File: config.mk
export PLATFORM = sky130hd
export DESIGN_NAME = uart_rx_deserializer
export DESIGN_NICKNAME = d
export VERILOG_FILES = /design/src/rtl/uart_rx_deserializer.sv
export SDC_FILE = /design/constraint.sdc
export NUM_CORES = 1
export LEC_CHECK = 0
export ABC_AREA = 1
export BUFFER_PORTS_ARGS = -buffer_cell sky130_fd_sc_hd__buf_2
export CORE_MARGIN = 2
export CORE_UTILIZATION = 35
export CTS_CLUSTER_DIAMETER = 100
export DETAILED_ROUTE_END_ITERATION = 7
export PLACE_DENSITY = 0.54
export SYNTH_ARGS = -nofsm -noshare
export SYNTH_HDL_FRONTEND = slang
export SYNTH_SLANG_ARGS = --single-unit
File: constraint.sdc
create_clock -name CLK -period 2.5 [get_ports CLK]
set_input_delay 0.125 -clock CLK [delete_from_list [all_inputs] [get_ports CLK]]
set_output_delay 0.125 -clock CLK [all_outputs]
set_load 0.02 [all_outputs]
File: src/rtl/uart_rx_deserializer.sv
// UART receive deserializer: oversampled start/data/parity/stop detection with
// 3-sample majority voting, LSB-first shift-in and one-cycle result pulses.
module uart_rx_deserializer #(
  parameter int DATA_WIDTH = 8,
  parameter int PRESC_W    = 6
) (
  input  logic                  CLK,
  input  logic                  RST,
  input  logic                  RX_IN,
  input  logic                  PAR_EN,
  input  logic                  PAR_TYP,
  input  logic [PRESC_W-1:0]    Prescale,
  output logic [DATA_WIDTH-1:0] P_DATA,
  output logic                  Data_Valid,
  output logic                  par_err,
  output logic                  stp_err
);

  localparam int BIT_W = (DATA_WIDTH > 1) ? $clog2(DATA_WIDTH) : 1;
  localparam logic [BIT_W-1:0]   LAST_BIT = BIT_W'(DATA_WIDTH - 1);
  localparam logic [BIT_W-1:0]   BIT_ONE  = BIT_W'(1);
  localparam logic [PRESC_W-1:0] CNT_ZERO = PRESC_W'(0);
  localparam logic [PRESC_W-1:0] CNT_ONE  = PRESC_W'(1);
  localparam logic [PRESC_W-1:0] CNT_TWO  = PRESC_W'(2);

  typedef enum logic [2:0] {
    ST_IDLE   = 3'd0,
    ST_START  = 3'd1,
    ST_DATA   = 3'd2,
    ST_PARITY = 3'd3,
    ST_STOP   = 3'd4
  } state_t;

  function automatic logic vote3(input logic [2:0] s);
    return (s[0] & s[1]) | (s[0] & s[2]) | (s[1] & s[2]);
  endfunction

  // Parity bit value the transmitter should have sent: even -> ^data, odd -> ~^data.
  function automatic logic exp_parity(input logic [DATA_WIDTH-1:0] d, input logic odd);
    return (^d) ^ odd;
  endfunction

  state_t                  state_q, state_d;
  logic [PRESC_W-1:0]      edge_cnt_q, edge_cnt_d;
  logic [BIT_W-1:0]        bit_cnt_q, bit_cnt_d;
  logic [2:0]              samp_q, samp_d;
  logic [DATA_WIDTH-1:0]   shift_q, shift_d;
  logic                    par_en_q, par_en_d;
  logic                    par_typ_q, par_typ_d;
  logic [PRESC_W-1:0]      presc_q, presc_d;
  logic                    par_mis_q, par_mis_d;
  logic [DATA_WIDTH-1:0]   p_data_q, p_data_d;
  logic                    data_valid_q, data_valid_d;
  logic                    par_err_q, par_err_d;
  logic                    stp_err_q, stp_err_d;

  logic [PRESC_W-1:0]      half_s;
  logic [PRESC_W-1:0]      last_s;
  logic                    bit_end_s;
  logic                    voted_s;
  logic                    start_det_s;

  assign half_s      = {1'b0, presc_q[PRESC_W-1:1]};
  assign last_s      = presc_q - CNT_ONE;
  assign bit_end_s   = (state_q != ST_IDLE) && (edge_cnt_q == last_s);
  assign voted_s     = vote3(samp_q);
  assign start_det_s = (state_q == ST_IDLE) && !RX_IN;

  assign P_DATA     = p_data_q;
  assign Data_Valid = data_valid_q;
  assign par_err    = par_err_q;
  assign stp_err    = stp_err_q;

  // Edge counter and the three mid-bit samples feeding the vote.
  always_comb begin
    edge_cnt_d = edge_cnt_q;
    samp_d     = samp_q;
    if (state_q == ST_IDLE) begin
      edge_cnt_d = start_det_s ? CNT_ONE : CNT_ZERO;
    end else if (bit_end_s) begin
      edge_cnt_d = CNT_ZERO;
    end else begin
      edge_cnt_d = edge_cnt_q + CNT_ONE;
    end
    if (state_q == ST_IDLE) begin
      samp_d = samp_q;
    end else if (edge_cnt_q == (half_s - CNT_TWO)) begin
      samp_d[0] = RX_IN;
    end else if (edge_cnt_q == (half_s - CNT_ONE)) begin
      samp_d[1] = RX_IN;
    end else if (edge_cnt_q == half_s) begin
      samp_d[2] = RX_IN;
    end else begin
      samp_d = samp_q;
    end
  end

  // Frame FSM: bit-end decisions, config latch and result pulses.
  always_comb begin
    state_d      = state_q;
    bit_cnt_d    = bit_cnt_q;
    shift_d      = shift_q;
    par_en_d     = par_en_q;
    par_typ_d    = par_typ_q;
    presc_d      = presc_q;
    par_mis_d    = par_mis_q;
    p_data_d     = p_data_q;
    data_valid_d = 1'b0;
    par_err_d    = 1'b0;
    stp_err_d    = 1'b0;
    case (state_q)
      ST_IDLE: begin
        if (start_det_s) begin
          state_d   = ST_START;
          par_en_d  = PAR_EN;
          par_typ_d = PAR_TYP;
          presc_d   = Prescale;
          par_mis_d = 1'b0;
          bit_cnt_d = {BIT_W{1'b0}};
        end else begin
          state_d = ST_IDLE;
        end
      end
      ST_START: begin
        if (bit_end_s) begin
          state_d = voted_s ? ST_IDLE : ST_DATA;
        end else begin
          state_d = ST_START;
        end
      end
      ST_DATA: begin
        if (bit_end_s) begin
          shift_d = {voted_s, shift_q[DATA_WIDTH-1:1]};
          if (bit_cnt_q == LAST_BIT) begin
            bit_cnt_d = {BIT_W{1'b0}};
            state_d   = par_en_q ? ST_PARITY : ST_STOP;
          end else begin
            bit_cnt_d = bit_cnt_q + BIT_ONE;
          end
        end else begin
          state_d = ST_DATA;
        end
      end
      ST_PARITY: begin
        if (bit_end_s) begin
          par_mis_d = (voted_s != exp_parity(shift_q, par_typ_q));
          state_d   = ST_STOP;
        end else begin
          state_d = ST_PARITY;
        end
      end
      ST_STOP: begin
        if (bit_end_s) begin
          state_d   = ST_IDLE;
          stp_err_d = ~voted_s;
          par_err_d = par_mis_q;
          if (voted_s && !par_mis_q) begin
            p_data_d     = shift_q;
            data_valid_d = 1'b1;
          end else begin
            p_data_d = p_data_q;
          end
        end else begin
          state_d = ST_STOP;
        end
      end
      default: begin
        state_d = ST_IDLE;
      end
    endcase
  end

  // State and datapath registers with synchronous reset.
  always_ff @(posedge CLK) begin
    if (RST) begin
      state_q      <= ST_IDLE;
      edge_cnt_q   <= CNT_ZERO;
      bit_cnt_q    <= {BIT_W{1'b0}};
      samp_q       <= 3'b000;
      shift_q      <= {DATA_WIDTH{1'b0}};
      par_en_q     <= 1'b0;
      par_typ_q    <= 1'b0;
      presc_q      <= CNT_ZERO;
      par_mis_q    <= 1'b0;
      p_data_q     <= {DATA_WIDTH{1'b0}};
      data_valid_q <= 1'b0;
      par_err_q    <= 1'b0;
      stp_err_q    <= 1'b0;
    end else begin
      state_q      <= state_d;
      edge_cnt_q   <= edge_cnt_d;
      bit_cnt_q    <= bit_cnt_d;
      samp_q       <= samp_d;
      shift_q      <= shift_d;
      par_en_q     <= par_en_d;
      par_typ_q    <= par_typ_d;
      presc_q      <= presc_d;
      par_mis_q    <= par_mis_d;
      p_data_q     <= p_data_d;
      data_valid_q <= data_valid_d;
      par_err_q    <= par_err_d;
      stp_err_q    <= stp_err_d;
    end
  end

endmodule
==> results by stage, run 1 <==
Run status:
- The run finished with clean final reports.

Floorplanning:
- From left edge to right edge, the die measures 86.4 µm.
- 22 I/O pins were placed.
- The total area inside the core boundary comes to 6680 µm².
- The initial utilization of the core area, before any placement, comes to 35.6%.
- The floorplan step set the die height to 86.4 µm.
- Row generation in the floorplan step produced 30 rows.
- The die covers 7460 µm².

Layout:
- The number of non-filler instances in the completed layout is 444.
- The share of post-route cells with drive strength above 1 is 14.6%.
- The count of nets after finishing is 382.
- For this run, the share of the core covered by cells in the final layout is 40.3%.
- Fill cells in the final layout number 727.
- The summed area of non-filler cells in the final layout is 2690 µm².
- The leading cell type in the layout, fill and taps excluded is nor2_1.
- The number of antenna diodes in the final layout is 0.
- The top cell types in the final layout, fill and taps aside, are nor2_1 (64), nand2_1 (58), dfxtp_1 (43).
- Relative to the synthesized area, the layout overhead comes to 13.2%.

STA:
- The worst max-slew margin expressed relative to the limit is 62.7%.
- The pin slew with the least headroom to its limit is 0.556 ns.
- The share of the clock period used by the worst path after layout is 82.4%.
- The highest attainable clock frequency is 485 MHz.
- The final setup slack of the worst path is 0.440 ns.
- Final hold analysis gives a worst-case slack of 0.0359 ns.
- The count of endpoints failing hold in the final timing report is 0.
- The number of max-slew violations in the final report is 0.
- Setup violations remaining at the end of the flow were counted as 0.
- The clock tree skew after final layout is 0.00600 ns.
- The final critical path time including I/O delays and setup is 2.06 ns.
- Adding up every negative setup slack in the final design gives 0 ns.
- Setup repair after global routing left no endpoint under its margin.

GRT:
- The initial antenna violation count is 0.
- The largest net degree at the start of global routing is 18.
- The global routing usage on met1 is 19.7%.
- The global router's overall resource usage is 13.8%.
- The number of global-route vias before repair is 1879.
- The layer carrying the most global-route usage is met2.
- The first-pass GRT wire length is 8.38 mm.
- The met2 track utilization from global routing is 21.3%.
- The met3 capacity usage during global routing is 3.14%.
- The sum of overflow across all layers after global routing is 0.

CTS:
- The number of buffers created by CTS is 5.
- The CTS root buffer is clkbuf_8.
- The clock latency at the later pin of the worst-skew pair is 0.30 ns.
- The setup fix buffers added after clock tree synthesis is 0.
- The H-tree was split into 2 levels.
- The clock input transition at the sequential cells of the worst setup and hold paths is 0.09 ns.
- The number of hold-repair buffers added at the cts stage is 0.
- TritonCTS built the clock tree.
- The post-cts repair resize count is 0.
- The clock passes through at most 2 buffers.
- The number of clock sinks is 43.

Synthesis:
- The cell area after synthesis is 2380 µm².
- Synthesis produced a netlist with a net count of 356.
- Yosys mapped the design onto 28 distinct sky130hd cell types.
- The average instance area after synthesis is 7.05 µm².
- Of the synthesized area, sequential elements account for 36.2%.
- The flip-flop and latch count after synthesis is 43.
- The yosys synthesis warning count is 0.
- In the synthesized netlist, the number of instances is 337.

Pwr:
- In this run switching power makes up 27.9% of total power.
- The total power per unit cell area is 559 nW/µm².
- The total power of the final layout is 1.50 mW.
- The logic gate share of total power is 14.9%.
- The leakage power of the design is 1.25 nW.
- The switching power is 419 µW.
- The sequential share of power is 47.8%.
- The highest ir drop seen on vdd is 0.000294 V.
- In this run, the clock network consumes 37.2% of the power.
- The internal power of the cells totals 1.08 mW.

Critical path:
- At the worst endpoint, the arrival time is 2.30 ns.
- The launching element type of the critical path is a flop.
- The critical path is of the reg -> reg type.
- The critical path endpoint category is a flop.
- The maximum net fanout on the critical path is 17.
- The required time of the critical path is 2.74 ns.

Routing:
- For this block, the initial DRC count from the detailed router was 86.
- For this run, the detailed router's first-pass iteration total came to 4.
- The wire length per cell after detailed routing is 10.9 µm.
- For this block, the routed nets add up to 4.86 mm of wire.
- The detailed router placed 2069 vias in this run.
- The number of nets still failing antenna checks after routing is 0.
- The via density per instance is 4.66.
- The number of design rule violations left after detail routing is 0.

Place:
- The cell total after placement is 436.
- The count of buffers inserted at the top-level ports is 21.
- Once detailed placement completed, the half-perimeter wirelength came to 3.76 mm.
- The global placement routability congestion is 0.792.
- Prior to clock tree synthesis, the placed netlist has a worst setup slack of 0.423 ns.
- The instance area at placement is 2570 µm².

Min path:
- The worst hold path belongs to the class in -> reg.

Run:
- The max-capacitance violation count is 0.
-- sequential cells by signal, indices dropped and copies added (netlist names) --
register,cells
P_DATA,8
state_q,3
samp_q,3
stp_err,1
presc_q,6
par_err,1
Data_Valid,1
par_mis_q,1
edge_cnt_q,6
par_en_q,1
shift_q,8
bit_cnt_q,3
par_typ_q,1
-- power groups by stage --
stage	combinational [mW]	clock (mW)	sequential (mW)
after floorplan	0.176	0	0.730
after global placement	0.224	0	0.735
after detailed placement	0.224	0	0.735
after CTS	0.226	0.582	0.719
after global routing	0.256	0.603	0.722
final	0.224	0.559	0.719
-- cells in the mapped netlist --
| cell type | n | area, µm² |
|---|---|---|
| nand2_1 | 58 | 218 |
| nand2b_1 | 1 | 6.26 |
| nand3_4 | 3 | 52.6 |
| inv_1 | 36 | 135 |
| xnor2_1 | 10 | 87.6 |
| nor2_4 | 1 | 11.3 |
| o21ai_1 | 14 | 70.1 |
| nor3b_1 | 1 | 7.51 |
| nor3_2 | 1 | 10.0 |
| or2_2 | 1 | 6.26 |
| buf_2 | 2 | 10.0 |
| clkbuf_1 | 3 | 11.3 |
| nor2_8 | 2 | 40.0 |
| nand2_2 | 6 | 37.5 |
| ha_1 | 8 | 100 |
| nand3_1 | 15 | 75.1 |
| o21ai_0 | 18 | 90.1 |
| nor2_1 | 64 | 240 |
| xor2_1 | 12 | 105 |
| clkinv_1 | 1 | 3.75 |
| inv_2 | 5 | 18.8 |
| a21boi_0 | 1 | 7.51 |
| nand4_1 | 2 | 12.5 |
| a21oi_1 | 19 | 95.1 |
| dfxtp_1 | 43 | 861 |
| buf_8 | 1 | 15.0 |
| clkinv_4 | 1 | 8.76 |
| nor3_1 | 8 | 40.0 |
-- final timing paths --
check	startpoint	end	slack (ns)	depth (start not counted)
hold / removal	RST	edge_cnt_q[0]$_SDFF_PP0_	0.04	2
hold reg to reg	samp_q[0]$_SDFFE_PP0P_	samp_q[0]$_SDFFE_PP0P_	0.45	2
setup / recovery	presc_q[2]$_SDFFE_PP0P_	state_q[2]$_SDFFE_PP0P_	0.44	12
setup reg to reg	presc_q[2]$_SDFFE_PP0P_	state_q[2]$_SDFFE_PP0P_	0.44	12
-- routing by layer --
| metal | wire length [µm] | vias to the layer above |
|---|---|---|
| met5 | 0 | - |
| met4 | 38 | 0 |
| met3 | 150 | 5 |
| met2 | 2060 | 25 |
| met1 | 2610 | 922 |
| li1 | - | 1117 |
-- final cells by class --
type                       count  area (µm²)  area share [%]
clock buffer                   5        68.8            2.56
clock inverter                 3        46.3            1.72
inverter                      43         166            6.19
multi-input combinational    245        1310            48.8
sequential                    43         861            32.0
tap                           80         100            3.72
timing repair buffer          25         135            5.02
-- critical path: stages (launching register included) --
cell and delay, ns:
dfxtp_1 0.34, inv_1 0.18, ha_1 0.24, inv_1 0.06, nor3_2 0.20, nand3_1 0.12
nand2_2 0.13, nand3_4 0.14, nor2_8 0.24, inv_2 0.12, nor2_1 0.10, nor2_1 0.04
nor2_1 0.07
-- cells by family (layout without fill, tap and decap cells) --
family | after synthesis | in the layout | synth area share (%)
xor+xnor | 22 | 22 | 8.11
fa+ha+maj | 8 | 8 | 4.21
flops | 43 | 43 | 36.2
compound gates | 52 | 52 | 11.1
buf+inv | 49 | 76 | 8.53
simple gates | 163 | 163 | 31.9
(Power assumes the default switching activity.)
==> run 2, diff against run 1 <==
--- a/config.mk
+++ b/config.mk
@@ -11,7 +11,7 @@
 export CORE_UTILIZATION = 35
 export CTS_CLUSTER_DIAMETER = 100
 export DETAILED_ROUTE_END_ITERATION = 7
-export PLACE_DENSITY = 0.54
+export PLACE_DENSITY = 0.56
 export SYNTH_ARGS = -nofsm -noshare
 export SYNTH_HDL_FRONTEND = slang
 export SYNTH_SLANG_ARGS = --single-unit
==> constraint.sdc (replaced) <==
create_clock -name CLK -period 1.79 [get_ports CLK]
set_input_delay 0.0895 -clock CLK [delete_from_list [all_inputs] [get_ports CLK]]
set_output_delay 0.0895 -clock CLK [all_outputs]
set_load 0.02 [all_outputs]
==> results by stage, run 2 (synthesized netlist as in run 1, its figures left out) <==
STA:
- The count of endpoints failing hold in the final timing report is 0 (unchanged).
- The clock tree skew after final layout was 0.0122 ns (+0.00615 ns).
- The number of max-slew violations in the final report came to 0 (unchanged).
- The count of endpoints failing setup in the final report is 1 (+1).
- The highest attainable clock frequency is 552 MHz (+14%).
- The worst hold-check slack is 0.00319 ns (-0.0327 ns).
- The final setup slack of the worst path was -0.0217 ns (-0.462 ns).
- Setup repair after global routing could not meet its margin everywhere.
- The share of the clock period used by the worst path after layout is 101% (+19 points).
- The worst max-slew margin expressed relative to the limit came to 74.1% (+11 points).
- The pin slew with the least headroom to its limit came to 0.387 ns (-0.168 ns).
- The final critical path time including I/O delays and setup is 1.81 ns (-0.248 ns).

Routing:
- The via density per instance is 4.51 (-3.3%).
- The number of design rule violations left after detail routing is 0 (unchanged).
- The wire length per cell after detailed routing came to 11.3 µm (+3.1%).
- The total vias in the final route is 2181 (+5.4%).
- The number of nets still failing antenna checks after routing is 0 (unchanged).
- The detailed-router iteration count before antenna repair came to 4 (unchanged).
- The detailed router's first-iteration violation count was 77 (-10%).
- The total wire length after detailed routing is 5.46 mm (+12%).

Layout:
- The count of fill cells added during filler insertion is 692 (-4.8%).
- The leading cell type in the layout, fill and taps excluded is nor2_1.
- Compared with the post-synthesis result, the final layout area differs by 30.2%.
- The count of nets after finishing was 422 (+10%).
- The total inserted antenna cells is 0 (unchanged).
- The library cells used most frequently in the layout, excluding fill and tap cells, are nor2_1 (61), nand2_1 (54), dfxtp_1 (39).
- The summed area of non-filler cells in the final layout is 3090 µm² (+15%).
- The number of non-filler instances in the completed layout was 484 (+9.0%).
- The end-of-flow core utilization came to 46.3% (+6.0 points).
- The share of post-route cells with drive strength above 1 is 30.2% (+16 points).

Critical path:
- The maximum net fanout on the critical path is 7 (-10).
- The worst endpoint data arrival time came to 2.02 ns (-0.28 ns).
- The critical path class is reg -> reg.
- The required time of the critical path came to 2.00 ns (-0.74 ns).
- The launching element type of the critical path is a flop.
- The critical path endpoint category is a flop.

GRT:
- The global router's overall resource usage is 15.7% (+1.9 points).
- The largest net degree at the start of global routing came to 19 (+1).
- The sum of overflow across all layers after global routing is 0 (unchanged).
- The number of global-route vias before repair was 2043 (+8.7%).
- The first-pass GRT wire length is 9.35 mm (+12%).
- The initial antenna violation count is 0 (unchanged).

Run status:
- The run finished, with violations left.
- The final reports fail on setup timing.

Floorplanning:
- The I/O pin total is 22 (unchanged).
- The total core area came to 6680 µm² (unchanged).
- The die outline width is 86.4 µm (unchanged).
- The initial cell density of the core was 35.6% (unchanged).
- The die footprint is 7460 µm² (unchanged).
- The vertical die dimension is 86.4 µm (unchanged).
- The number of standard-cell rows in the floorplan is 30 (unchanged).

CTS:
- The number of clock sinks is 43 (unchanged).
- The clock latency at the later pin of the worst-skew pair was 0.31 ns (about the same).
- The number of buffers created by CTS is 5 (unchanged).
- The number of buffers on the longest clock path is 2 (unchanged).
- The CTS tree is done.
- The number of levels in the clock H-tree is 2 (unchanged).
- The clock input transition at the sequential cells of the worst setup and hold paths is 0.09 ns (about the same).
- The CTS root buffer is clkbuf_8.

Pwr:
- The highest ir drop seen on vdd came to 0.000340 V (+16%).
- The leakage power of the design came to 1.44 nW (+15%).
- The total power per unit cell area is 685 nW/µm² (+23%).
- The total power of the final layout is 2.12 mW (+41%).

Place:
- The half-perimeter wire length after placement was 4.03 mm (+7.4%).
- The cell total after placement is 459 (+5.3%).
- The count of buffers inserted at the top-level ports is 21 (unchanged).
- The global placement routability congestion is 0.798 (+0.69%).
- The instance area at placement is 2750 µm² (+6.7%).

Run:
- The max-capacitance violation count is 0 (unchanged).

Min path:
- The worst hold path belongs to the class in -> reg.
-- run 2: per-layer routing --
metal  part of all wire (%)  wire [µm]  vias up  track usage (%)
met3                    3.0        165        5             2.95
met2                     45       2460       21             24.6
met1                     51       2770      949             22.0
met5                      0          0        -                0
met4                    1.2         68        0             4.69
li1                       -          -     1206                -
-- run 2: final cells by class --
type	instances	area, µm²	share of cell area (%)
Sequential cell	43	866	28.0
Clock inverter	3	23.8	0.769
Tap cell	80	100	3.24
Timing Repair Buffer	63	434	14.0
Inverter	43	174	5.62
Multi-Input combinational cell	247	1430	46.1
Clock buffer	5	68.8	2.22
-- run 2: where the power goes --
part | internal [mW] | switching [mW] | leakage, nW
clock | 0.280 | 0.385 | 0.0408
sequential | 0.980 | 0.0259 | 0.350
combinational | 0.208 | 0.240 | 1.05
-- run 2: final timing paths --
kind                                              start                       to  slack [ns]  cells after the start
worst max-delay path            presc_q[2]$_SDFFE_PP0P_  state_q[1]$_SDFFE_PP0P_       -0.02                     13
worst min-delay path                             PAR_EN    par_en_q$_SDFFE_PP0P_       0.003                      3
worst max register to register  presc_q[2]$_SDFFE_PP0P_  state_q[1]$_SDFFE_PP0P_       -0.02                     13
worst min register to register   samp_q[0]$_SDFFE_PP0P_   samp_q[0]$_SDFFE_PP0P_        0.46                      2
-- run 2: repair_timing --
action,4_1_cts,5_1_grt
pin swaps,13,11
cloned,2,0
hold buffers,1,0
buffers inserted,10,4
endpoints found under the hold margin,3,0
setup endpoints to repair,28,30
gates resized for setup,29,12
-- run 2: stage by stage --
step / setup TNS (ns) / setup WS, ns
3_5_place_dp: -2.38 / -0.130
5_1_grt: -2.44 / -0.183
6_report: -0.0217 / -0.0217
4_1_cts: -0.141 / -0.0432
3_3_place_gp: -1.02 / -0.0820
2_1_floorplan: 0 / 0.0265
-- run 2: critical path, stage by stage (launching register included) --
cell and delay [ns]:
dfxtp_2 0.36, inv_4 0.06, ha_2 0.20, inv_2 0.06, a21oi_1 0.04, nand2_1 0.07
nand2_2 0.10, nor2_8 0.15, nand3_4 0.16, buf_4 0.18, o21ai_0 0.15, nand3_1 0.09
nand2_1 0.07, inv_1 0.04
